## config.mk

```make
export PLATFORM = sky130hd
export DESIGN_NAME = alg_amba_vip_base_vldrdy_skid_fifo
export DESIGN_NICKNAME = d
export VERILOG_FILES = /design/src/rtl/alg_amba_vip_base_vldrdy_skid_fifo.sv
export SDC_FILE = /design/constraint.sdc
export NUM_CORES = 1
export LEC_CHECK = 0
export BUFFER_PORTS_ARGS = -buffer_cell sky130_fd_sc_hd__buf_2
export CORE_MARGIN = 4
export CORE_UTILIZATION = 34
export CTS_CLUSTER_SIZE = 40
export DETAILED_ROUTE_END_ITERATION = 12
export GPL_ROUTABILITY_DRIVEN = 0
export GPL_TIMING_DRIVEN = 0
export PLACE_DENSITY_LB_ADDON = 0.12
export SLEW_MARGIN = 20
export SYNTH_ARGS = -nofsm -noshare
export SYNTH_HDL_FRONTEND = slang
export SYNTH_SLANG_ARGS = --single-unit
```

## constraint.sdc

```tcl
create_clock -name clk -period 2.2 [get_ports clk]
set_input_delay 0.44 -clock clk [delete_from_list [all_inputs] [get_ports clk]]
set_output_delay 0.44 -clock clk [all_outputs]
set_load 0.01 [all_outputs]
```

## src/rtl/alg_amba_vip_base_vldrdy_skid_fifo.sv

```systemverilog
// Valid/ready decoupling FIFO for VIP channels: registered in_ready, registered head,
// occupancy level, almost-full flag, synchronous flush, optional wire-through mode.
module alg_amba_vip_base_vldrdy_skid_fifo #(
    parameter int DATA_WIDTH = 1,
    parameter int DEPTH      = 2,
    parameter int AFULL_THR  = 1,
    parameter int PASSTHRU   = 0
) (
    input  logic                           clk,
    input  logic                           rstn,
    input  logic                           flush,
    input  logic                           in_valid,
    input  logic [DATA_WIDTH-1:0]          in_data,
    output logic                           in_ready,
    output logic                           out_valid,
    output logic [DATA_WIDTH-1:0]          out_data,
    input  logic                           out_ready,
    output logic [$clog2(DEPTH+1)-1:0]     level,
    output logic                           almost_full
);

    localparam int LW = $clog2(DEPTH + 1);
    localparam int PW = $clog2(DEPTH);

    if (PASSTHRU != 0) begin : gPass

        logic unusedInputs;
        assign unusedInputs = &{1'b0, clk, rstn, flush};

        assign out_valid   = in_valid;
        assign out_data    = in_data;
        assign in_ready    = out_ready;
        assign level       = '0;
        assign almost_full = 1'b0;

    end else begin : gBuf

        localparam logic [LW-1:0] FULL_LVL = LW'(DEPTH);
        localparam logic [LW-1:0] AF_LVL   = LW'(DEPTH - AFULL_THR);
        localparam logic [PW-1:0] LAST_PTR = PW'(DEPTH - 1);

        logic [DATA_WIDTH-1:0] mem_q [DEPTH];
        logic [PW-1:0]         rd_ptr_q, rd_ptr_d;
        logic [PW-1:0]         wr_ptr_q, wr_ptr_d;
        logic [LW-1:0]         level_q, level_d;
        logic                  in_ready_q, in_ready_d;
        logic                  out_valid_q, out_valid_d;
        logic                  afull_q, afull_d;
        logic [DATA_WIDTH-1:0] out_data_q, out_data_d;
        logic                  push, pop;

        function automatic logic [PW-1:0] nextPtr(input logic [PW-1:0] p);
            return (p == LAST_PTR) ? '0 : p + 1'b1;
        endfunction

        assign push = in_valid & in_ready_q;
        assign pop  = out_valid_q & out_ready;

        // The head register preloads whatever entry will sit at rd_ptr after this edge,
        // including a word being written into that very slot this cycle.
        always_comb begin
            rd_ptr_d   = rd_ptr_q;
            wr_ptr_d   = wr_ptr_q;
            level_d    = level_q;
            out_data_d = out_data_q;
            if (flush) begin
                rd_ptr_d = '0;
                wr_ptr_d = '0;
                level_d  = '0;
            end else begin
                if (push) wr_ptr_d = nextPtr(wr_ptr_q);
                if (pop)  rd_ptr_d = nextPtr(rd_ptr_q);
                if (push && !pop)      level_d = level_q + 1'b1;
                else if (pop && !push) level_d = level_q - 1'b1;
                if (level_d != '0)
                    out_data_d = (push && (wr_ptr_q == rd_ptr_d)) ? in_data : mem_q[rd_ptr_d];
            end
            in_ready_d  = (level_d < FULL_LVL);
            out_valid_d = (level_d != '0);
            afull_d     = (level_d >= AF_LVL);
        end

        always_ff @(posedge clk or negedge rstn) begin
            if (!rstn) begin
                rd_ptr_q    <= '0;
                wr_ptr_q    <= '0;
                level_q     <= '0;
                in_ready_q  <= 1'b0;
                out_valid_q <= 1'b0;
                afull_q     <= 1'b0;
                out_data_q  <= '0;
            end else begin
                rd_ptr_q    <= rd_ptr_d;
                wr_ptr_q    <= wr_ptr_d;
                level_q     <= level_d;
                in_ready_q  <= in_ready_d;
                out_valid_q <= out_valid_d;
                afull_q     <= afull_d;
                out_data_q  <= out_data_d;
            end
        end

        always_ff @(posedge clk) begin
            if (push && !flush) mem_q[wr_ptr_q] <= in_data;
        end

        assign in_ready    = in_ready_q;
        assign out_valid   = out_valid_q;
        assign out_data    = out_data_q;
        assign level       = level_q;
        assign almost_full = afull_q;

        aNoPushWhenFull: assert property (@(posedge clk) disable iff (!rstn)
            !(push && (level_q == FULL_LVL)));
        aLevelBound: assert property (@(posedge clk) disable iff (!rstn)
            level_q <= FULL_LVL);
        aStableStall: assert property (@(posedge clk) disable iff (!rstn)
            (out_valid_q && !out_ready && !flush) |=> $stable(out_data_q));

    end

endmodule
```

# Word-level counts from Yosys, hierarchy flattened
# Memory sizes are Yosys's and may differ from the RTL's. A register that Yosys moved wholly into a read port is not among the register bits.
# Cells that the tools add are included.
# word_totals
in_bits,6
elab_cells,40
output_inout_bits,6
ramBits,2
ff_bits,7
n_memories,1
# op_classes
order_cmp,2
reduce_logical,11
bitwise,3
n_mux,13
add_sub_neg,4
# mem_list
name,depth,width,rd,rd_clocked_by_memory_dff,wr,line,rtl
gBuf.mem_q,2,1,1,1,1,42,logic [DATA_WIDTH-1:0] mem_q [DEPTH];
# op_table
op,n
$mux W1,9
$mux W2,4
$reduce_bool A2 Y1,3
$logic_not A1 Y1,4
$logic_and A1 B1 Y1,3
$add A1 B1 Y1 const B,2
$add A2 B1 Y2 const B,1
$and A1 B1 Y1,2
$ge A2 B1 Y1 const B,1
$lt A2 B2 Y1 const B,1
$reduce_and A2 Y1,1
$sub A2 B1 Y2 const B,1
$not A1 Y1,1

# Longest topological paths before layout
# Gate-level depths: netlist of run 1.
# depth
depth_word,8
ltp_mapped,5
ltp_nobuf,5

# Worst setup path after synthesis of run 1
# Ideal clock, no wire load.
# synth_timing
kind,reg-to-reg
startpoint,reg almost_full (netlist name)
endpoint,"reg gBuf.out_data_q (netlist: out_data), read port of gBuf.mem_q"
synth_period_minus_slack_ps,1695
required_ps,2075
arrival_ps,1570
path_slack_ps,505
stages_incl_launch_ff,6
path_buffers,0
cell_sequence,dfrtp_1 > nand2_2 > xor2_2 > mux2_4 > mux2_4 > mux2_4
# synth_rtl
item,line,rtl
to (decl),49,"logic [DATA_WIDTH-1:0] out_data_q, out_data_d;"

==> impl_metrics.toml, run 1 <==
[outcome]
status = "complete, no violations"

[synthesis]
synth_fa_ha_area_frac = 0
synth_top_family_by_area = "simple AND/OR/NAND/NOR gates"
syn_inst = 35
synth_mux_area_frac = 0.121
synth.area.top_cells = "dfrtp_1, edfxtp_1, mux2_4"
syn-num-nets = 41
synth_area_um2 = 457
syn_area_per_cell_um2 = 13.0
synth-seq-cells = 9
synth_compound_area_frac = 0.0548
synth_cell_types = 18
synth-simple-area-share = 0.181
yosysTopAreaCellShare = 0.384
synth_xor_area_frac = 0.112
synth_area_leader_cell = "dfrtp_1"
yosysSeqAreaShare = 0.515
yosys_warnings = 0

[clock_network]
clkTransAtPathRegs_ns = 0.06
post_cts_resized = 0
htree_levels = 1
clockBufferDepth = 2
clkSinkCount = 9
cts_tree = "yes"
cts_buffers = 3
cts_setup_buffers = 0
ctsRootBufferMaster = "clkbuf_4"
insertion_delay_ns = 0.26
holdBufCountCts = 1

[floorplanning]
fp.dieW_um = 44.7
core_area_um2 = 1190
rows = 12
start_util = 0.385
die_y_um = 44.7
die_area_um2 = 1990
io_pins = 12

[power]
vdd_drop_max_v = 0.000382
power_density_nw_per_um2 = 1250
power_leakage_nw = 0.264

[setup_path]
critPathMaxFanout = 4
start_kind = "register"
cp.arrival_ns = 1.89
worstSetupEndpointType = "register"
crit_type = "register to register"
crit_required_ns = 2.35

[timing]
drv_slew = 0
final.setup.worst_slack_ns = 0.458
worst_pin_slew_ns = 0.282
hold_viol = 0
finClkSkew_ns = 0.00653
setup_viol = 0
relSlewSlack = 0.811
fin_crit_sh = 0.792
whs_ns = 0.386
period_needed_ns = 1.74
max_freq_mhz = 574
rsz0062_at_grt = "no"
tns_ns = 0

[detailed_routing]
vias = 320
drcViolationCount = 0
viasPerCell = 4.92
wl_um = 826
drt-initial-drc-count = 1
first_pass_iters = 4
ant_nets = 0
wl_per_cell_um = 12.7

[global_routing]
grt_max_degree = 9
grt_pass1_wl_mm = 1.45
antenna_found_initial = 0
grt_overflow = 0
grt_pass1_vias = 341
grt_use_total = 0.104

[final_layout]
final_cells = 65
nets = 58
nFillCells = 121
post-route-util = 0.477
syn2layout_area_growth_pct = 23.8
n_antenna_cell = 0
drive_gt1_frac = 0.471

[hold_path]
holdCritPathClass = "input pin to register"

[place]
dp_cells = 60
dp_hpwl_um = 639
port_buffers = 11
place_ws_ns = 0.346

[flow_run]
max-cap-violations = 0
[area by class of cell]
type	count	area, um^2	share of cell area
repair buffers	12	65.1	0.115
multi-input cells	25	214	0.378
flip-flops and latches	9	235	0.416
plain buffers	1	7.51	0.0133
well taps	14	17.5	0.0310
clock buffers	4	26.3	0.0465
[cells in the final DEF, fill, tap and decap left out]
cell type / netlist / layout
clkbuf_1: 0 / 1
dfrtp_1: 7 / 7
nor3_2: 1 / 1
nand3_1: 1 / 1
dlygate4sd3_1: 0 / 1
nor3b_2: 1 / 1
clkbuf_4: 0 / 3
nor2b_1: 2 / 2
xnor2_1: 2 / 2
edfxtp_1: 2 / 2
buf_2: 0 / 11
buf_4: 1 / 1
nand4_1: 2 / 2
xor2_1: 2 / 2
nand2b_1: 1 / 1
nor2_1: 3 / 3
nand2_2: 2 / 2
a221oi_2: 1 / 1
mux2_4: 3 / 3
xor2_2: 1 / 1
o21ai_1: 2 / 2
mux2i_1: 1 / 1
[synthesized netlist by cell type]
library cell,n
nor3b_2,1
xnor2_1,2
dfrtp_1,7
xor2_1,2
nand2b_1,1
mux2_4,3
nor2_1,3
a221oi_2,1
buf_4,1
nor3_2,1
nand3_1,1
mux2i_1,1
edfxtp_1,2
nor2b_1,2
xor2_2,1
nand2_2,2
o21ai_1,2
nand4_1,2
[state kept, by name (all words and copies together), names as in the netlist]
register and flops:
gBuf.rd_ptr_q 1, out_data 1, almost_full 1, level 2, in_ready 1, gBuf.mem_q 2, gBuf.wr_ptr_q 1
[power breakdown]
part           internal (mW)  total (mW)  switching (mW)
logic                  0.159       0.297           0.138
registers              0.225       0.285          0.0595
clock network         0.0699       0.128          0.0576
[metal layers]
layer / part of all wire / vias to the layer above / wire (um) / global-route usage
li1: - / 155 / - / -
met1: 0.42 / 151 / 346 / 0.127
met2: 0.46 / 12 / 383 / 0.146
met3: 0.088 / 2 / 73 / 0.0285
met4: 0.027 / 0 / 22 / 0.0964
met5: 0 / - / 0 / 0
[critical path: stages, from the launching register on]
cell and delay, ns:
dfrtp_1 0.41, nand2_2 0.14, xor2_2 0.24, mux2i_1 0.26, mux2_4 0.31, mux2_4 0.25
[through the flow]
stage | instance area [um^2] | total power, mW
final | 566 | 0.710
after floorplan | 457 | 0.496
after global placement | 529 | 0.573
after CTS | 566 | 0.723
after detailed placement | 529 | 0.586
after global routing | 566 | 0.767
[path summary, 6_finish.rpt]
| kind | from | to | slack, ns | depth (start not counted) |
|---|---|---|---|---|
| worst min register to register | out_data | out_data | 0.51 | 1 |
| worst max-delay path | almost_full | out_data | 0.46 | 5 |
| min in group asynchronous | rstn | out_data | 0.53 | 2 |
| worst min-delay path | in_data | gBuf.mem_q[1] | 0.39 | 1 |
| max in group asynchronous | rstn | in_ready | 1.51 | 2 |
| worst max register to register | almost_full | out_data | 0.46 | 5 |
[kinds of logic (layout without fill, tap and decap cells)]
kind of cell    Yosys count  count (layout)
buf+inv                   1              17
mux                       4               4
compound gates            3               3
simple gates             13              13
xor+xnor                  5               5
flops                     9               9
Power figures use the tool's default switching activity.
==> run 2, diff against run 1 <==
clock period = 1.6 ns   (was 2.2 ns; I/O delays follow)
==> impl_metrics.toml, run 2 (same netlist as run 1, synthesis figures left out) <==
[setup_path]
critPathMaxFanout = 3
start_kind = "register"
worstSetupEndpointType = "register"
crit_required_ns = 1.75
crit_type = "register to register"
cp.arrival_ns = 1.79

[detailed_routing]
vias = 333
drcViolationCount = 0
viasPerCell = 4.97
drt-initial-drc-count = 3
wl_um = 876
first_pass_iters = 2
ant_nets = 0
wl_per_cell_um = 13.1

[clock_network]
insertion_delay_ns = 0.26
cts_buffers = 3
clockBufferDepth = 2
ctsRootBufferMaster = "clkbuf_4"
cts_tree = "yes"
htree_levels = 1
clkSinkCount = 9
clkTransAtPathRegs_ns = 0.07

[power]
power_mw = 1.03
power_leakage_nw = 0.280
power_density_nw_per_um2 = 1720
vdd_drop_max_v = 0.000677

[outcome]
status = "finished with violations"
violations = "setup timing"

[global_routing]
grt_overflow = 0
antenna_found_initial = 0
grt_pass1_wl_mm = 1.43
grt_pass1_vias = 341
grt_use_total = 0.109
grt_max_degree = 9

[final_layout]
multi_input_area_um2 = 234
n_antenna_cell = 0
final_common_cell = "buf_2"
seq_area_um2 = 235
postLayoutCellArea_um2 = 602
nFillCells = 120
layout_common_cells = "buf_2, dfrtp_1"
syn2layout_area_growth_pct = 31.8
nets = 60
post-route-util = 0.507
drive_gt1_frac = 0.528

[timing]
hold_viol = 0
relSlewSlack = 0.798
whs_ns = 0.266
fin_crit_sh = 1.03
worst_pin_slew_ns = 0.301
max_freq_mhz = 609
finClkSkew_ns = 0.00489
final.setup.worst_slack_ns = -0.0425
drv_slew = 0
period_needed_ns = 1.64
rsz0062_at_grt = "yes"
setup_viol = 1

[place]
port_buffers = 11
dpl-instance-area_um2 = 529

[floorplanning]
io_pins = 12
die_area_um2 = 1990
start_util = 0.385
core_area_um2 = 1190
fp.dieW_um = 44.7
rows = 12
die_y_um = 44.7

[hold_path]
holdCritPathClass = "input pin to register"

[flow_run]
max-cap-violations = 0
run 2: cell type report:
| cell class | count | area share |
|---|---|---|
| Sequential cell | 9 | 0.391 |
| Multi-Input combinational cell | 25 | 0.389 |
| Timing Repair Buffer | 14 | 0.133 |
| Clock buffer | 3 | 0.0374 |
| Tap cell | 14 | 0.0291 |
| Buffer | 1 | 0.0125 |
| Clock inverter | 1 | 0.00832 |
run 2: worst max-delay path, stage by stage, from the launching register on:
cell and delay (ns):
dfrtp_1 0.41, nand2_4 0.10, xor2_4 0.20, mux2i_2 0.25, mux2_4 0.31, mux2_4 0.26
run 2: timing repair:
item                                   4_1_cts  5_1_grt
buffers inserted                             2        0
pin swaps                                    2        1
resized for setup                            2        1
hold buffers                                 1        0
setup endpoints to repair                    1        1
endpoints found under the hold margin        7        0
run 2: layer usage:
metal  share of wire  routed length (um)  GRT usage  vias to the layer above
li1                -                   -          -                      159
met1            0.40                 352      0.106                      161
met2            0.50                 435      0.175                       11
met3           0.091                  80     0.0732                        2
met4          0.0091                   8     0.0542                        0
met5               0                   0          0                        -
run 2: final timing paths:
kind | from | depth (start not counted) | slack (ns) | to
worst min-delay path | in_data | 1 | 0.27 | gBuf.mem_q[1]
worst max-delay path | almost_full | 5 | -0.04 | out_data
min in group asynchronous | rstn | 2 | 0.41 | in_ready
worst min register to register | out_data | 1 | 0.53 | out_data
worst max register to register | almost_full | 5 | -0.04 | out_data
max in group asynchronous | rstn | 2 | 1.03 | almost_full
run 2: metrics by stage:
stage | std cells | setup slack [ns] | setup TNS, ns
3_3_place_gp | 60 | -0.128 | -0.128
2_1_floorplan | 35 | -0.0921 | -0.0921
3_5_place_dp | 60 | -0.152 | -0.152
5_1_grt | 67 | -0.0903 | -0.0903
4_1_cts | 67 | -0.0581 | -0.0581
6_report | 67 | -0.0425 | -0.0425
run 2: power by group:
| part | internal, mW | switching, mW |
|---|---|---|
| combinational | 0.252 | 0.210 |
| clock | 0.0924 | 0.0849 |
| sequential | 0.310 | 0.0863 |
==> run 3, diff against run 2 <==
CELL_PAD_IN_SITES_DETAIL_PLACEMENT = 0   (was default)
CELL_PAD_IN_SITES_GLOBAL_PLACEMENT = 1   (was default)
SKIP_CTS_REPAIR_TIMING = 1   (was default)
==> impl_metrics.toml, run 3 (same netlist as run 1, synthesis figures left out) <==
[final_layout]
nFillCells = 116
drive_gt1_frac = 0.491
post-route-util = 0.503
nets = 60
layout_common_cells = "buf_2, dfrtp_1"
syn2layout_area_growth_pct = 30.7
postLayoutCellArea_um2 = 597
n_antenna_cell = 0
final_common_cell = "buf_2"

[outcome]
violations = "setup timing"
status = "finished with violations"

[detailed_routing]
ant_nets = 0
first_pass_iters = 2
maxUsedRoutingLayer = "met3"
route.met3.wl_um = 50
drcViolationCount = 0
viasPerCell = 4.63
vias = 310
wl_met1_um = 378
wl_per_cell_um = 12.3
drt-initial-drc-count = 2
wl_um = 826
route.met2.wl_um = 397

[setup_path]
cpMostUsedCell = "mux2_4"
r2r_slack_ns = -0.08
crit_required_ns = 1.75
rr_startpoint = "almost_full"
r2r_end = "out_data"
critPathMaxStageDelay_ns = 0.42
slowest_stage = "dfrtp_1"
crit_path_cell_trace = "nand2_4 -> xor2_4 -> mux2i_1 -> mux2_4 -> mux2_4"
start_kind = "register"
crit_family = "multiplexers"
worstSetupEndpointType = "register"
critPathMaxFanout = 4
crit_type = "register to register"
cp.arrival_ns = 1.83
r2r_cells = 5
worst-path-buf-inv = 0

[power]
pwr-share-clk = 0.165
vdd_drop_max_v = 0.000720
p_sw_frac = 0.355
combPwrFrac = 0.448
power_density_nw_per_um2 = 1710
power_leakage_nw = 0.281
pwr-share-seq = 0.387
switching_power_uw = 363
p_int_uw = 660

[clock_network]
cts_tree = "yes"
htree_levels = 1
clkTransAtPathRegs_ns = 0.06
insertion_delay_ns = 0.26
cts_buffers = 3
ctsRootBufferMaster = "clkbuf_4"
clockBufferDepth = 2
clkSinkCount = 9

[global_routing]
antenna_found_initial = 0
grt_max_degree = 9
grt_overflow = 0
grt_pass1_wl_mm = 1.45
grt_pass1_vias = 328
grt_use_total = 0.106

[timing]
relSlewSlack = 0.802
max_freq_mhz = 594
final.setup.worst_slack_ns = -0.0845
finClkSkew_ns = 0.00588
worst_pin_slew_ns = 0.295
hold_viol = 0
period_needed_ns = 1.68
fin_crit_sh = 1.05
drv_slew = 0
rsz0062_at_grt = "yes"
setup_viol = 1

[floorplanning]
core_area_um2 = 1190
rows = 12
start_util = 0.385
die_y_um = 44.7
fp.dieW_um = 44.7
io_pins = 12
die_area_um2 = 1990

[hold_path]
hold_path_end = "gBuf.mem_q[1]"
min_delay_path_depth = 1
min_from = "in_data"
holdCritPathClass = "input pin to register"

[place]
dpl-instance-area_um2 = 529
place_ws_ns = -0.175
port_buffers = 11

[flow_run]
max-cap-violations = 0
-- run 3: area by class of cell --
cell class / instances / area (um^2) / share of cell area
sequential: 9 / 235 / 0.394
clock buffer: 4 / 26.3 / 0.0440
timing repair buffer: 14 / 80.1 / 0.134
multi-input combinational: 25 / 230 / 0.386
buffer: 1 / 7.51 / 0.0126
tap: 14 / 17.5 / 0.0294
-- run 3: per-stage QoR --
| step | std cells | power [mW] | TNS (ns) | hold slack (ns) |
|---|---|---|---|---|
| final | 67 | 1.02 | -0.0845 | 0.266 |
| after global routing | 67 | 1.11 | -0.137 | 0.250 |
| after CTS | 64 | 0.986 | -0.163 | -0.125 |
| after detailed placement | 60 | 0.806 | -0.175 | 0.161 |
| after global placement | 60 | 0.792 | -0.138 | 0.158 |
| after floorplan | 35 | 0.682 | -0.0921 | 0.0244 |
-- run 3: power groups by stage --
stage | logic (mW) | clock network [mW] | registers (mW)
floorplan | 0.270 | 0 | 0.411
global placement | 0.406 | 0 | 0.385
detailed placement | 0.414 | 0 | 0.393
CTS | 0.417 | 0.179 | 0.389
global route | 0.507 | 0.197 | 0.406
finish | 0.458 | 0.169 | 0.395
-- run 3: routing by layer --
metal	track usage	vias up
li1	-	157
met1	0.121	143
met2	0.152	10
met3	0.0650	0
met4	0.0542	0
met5	0	-
-- run 3: worst register-to-register path: cells and delay by family (launching register included) --
family / cells / cell delay [ns]
DFF: 1 / 0.42
xor gates and xnor gates: 1 / 0.20
muxes: 3 / 0.83
and+or+nand+nor: 1 / 0.12
-- run 3: how the worst max path moves through the flow --
stage | startpoint | to | slack, ns | cells after the start
2_1_floorplan | almost_full | out_data | -0.09 | 5
3_3_place_gp | out_ready | out_data | -0.14 | 6
3_5_place_dp | out_ready | out_data | -0.17 | 6
4_1_cts | almost_full | out_data | -0.16 | 5
5_1_grt | almost_full | out_data | -0.14 | 5
6_report | almost_full | out_data | -0.08 | 5
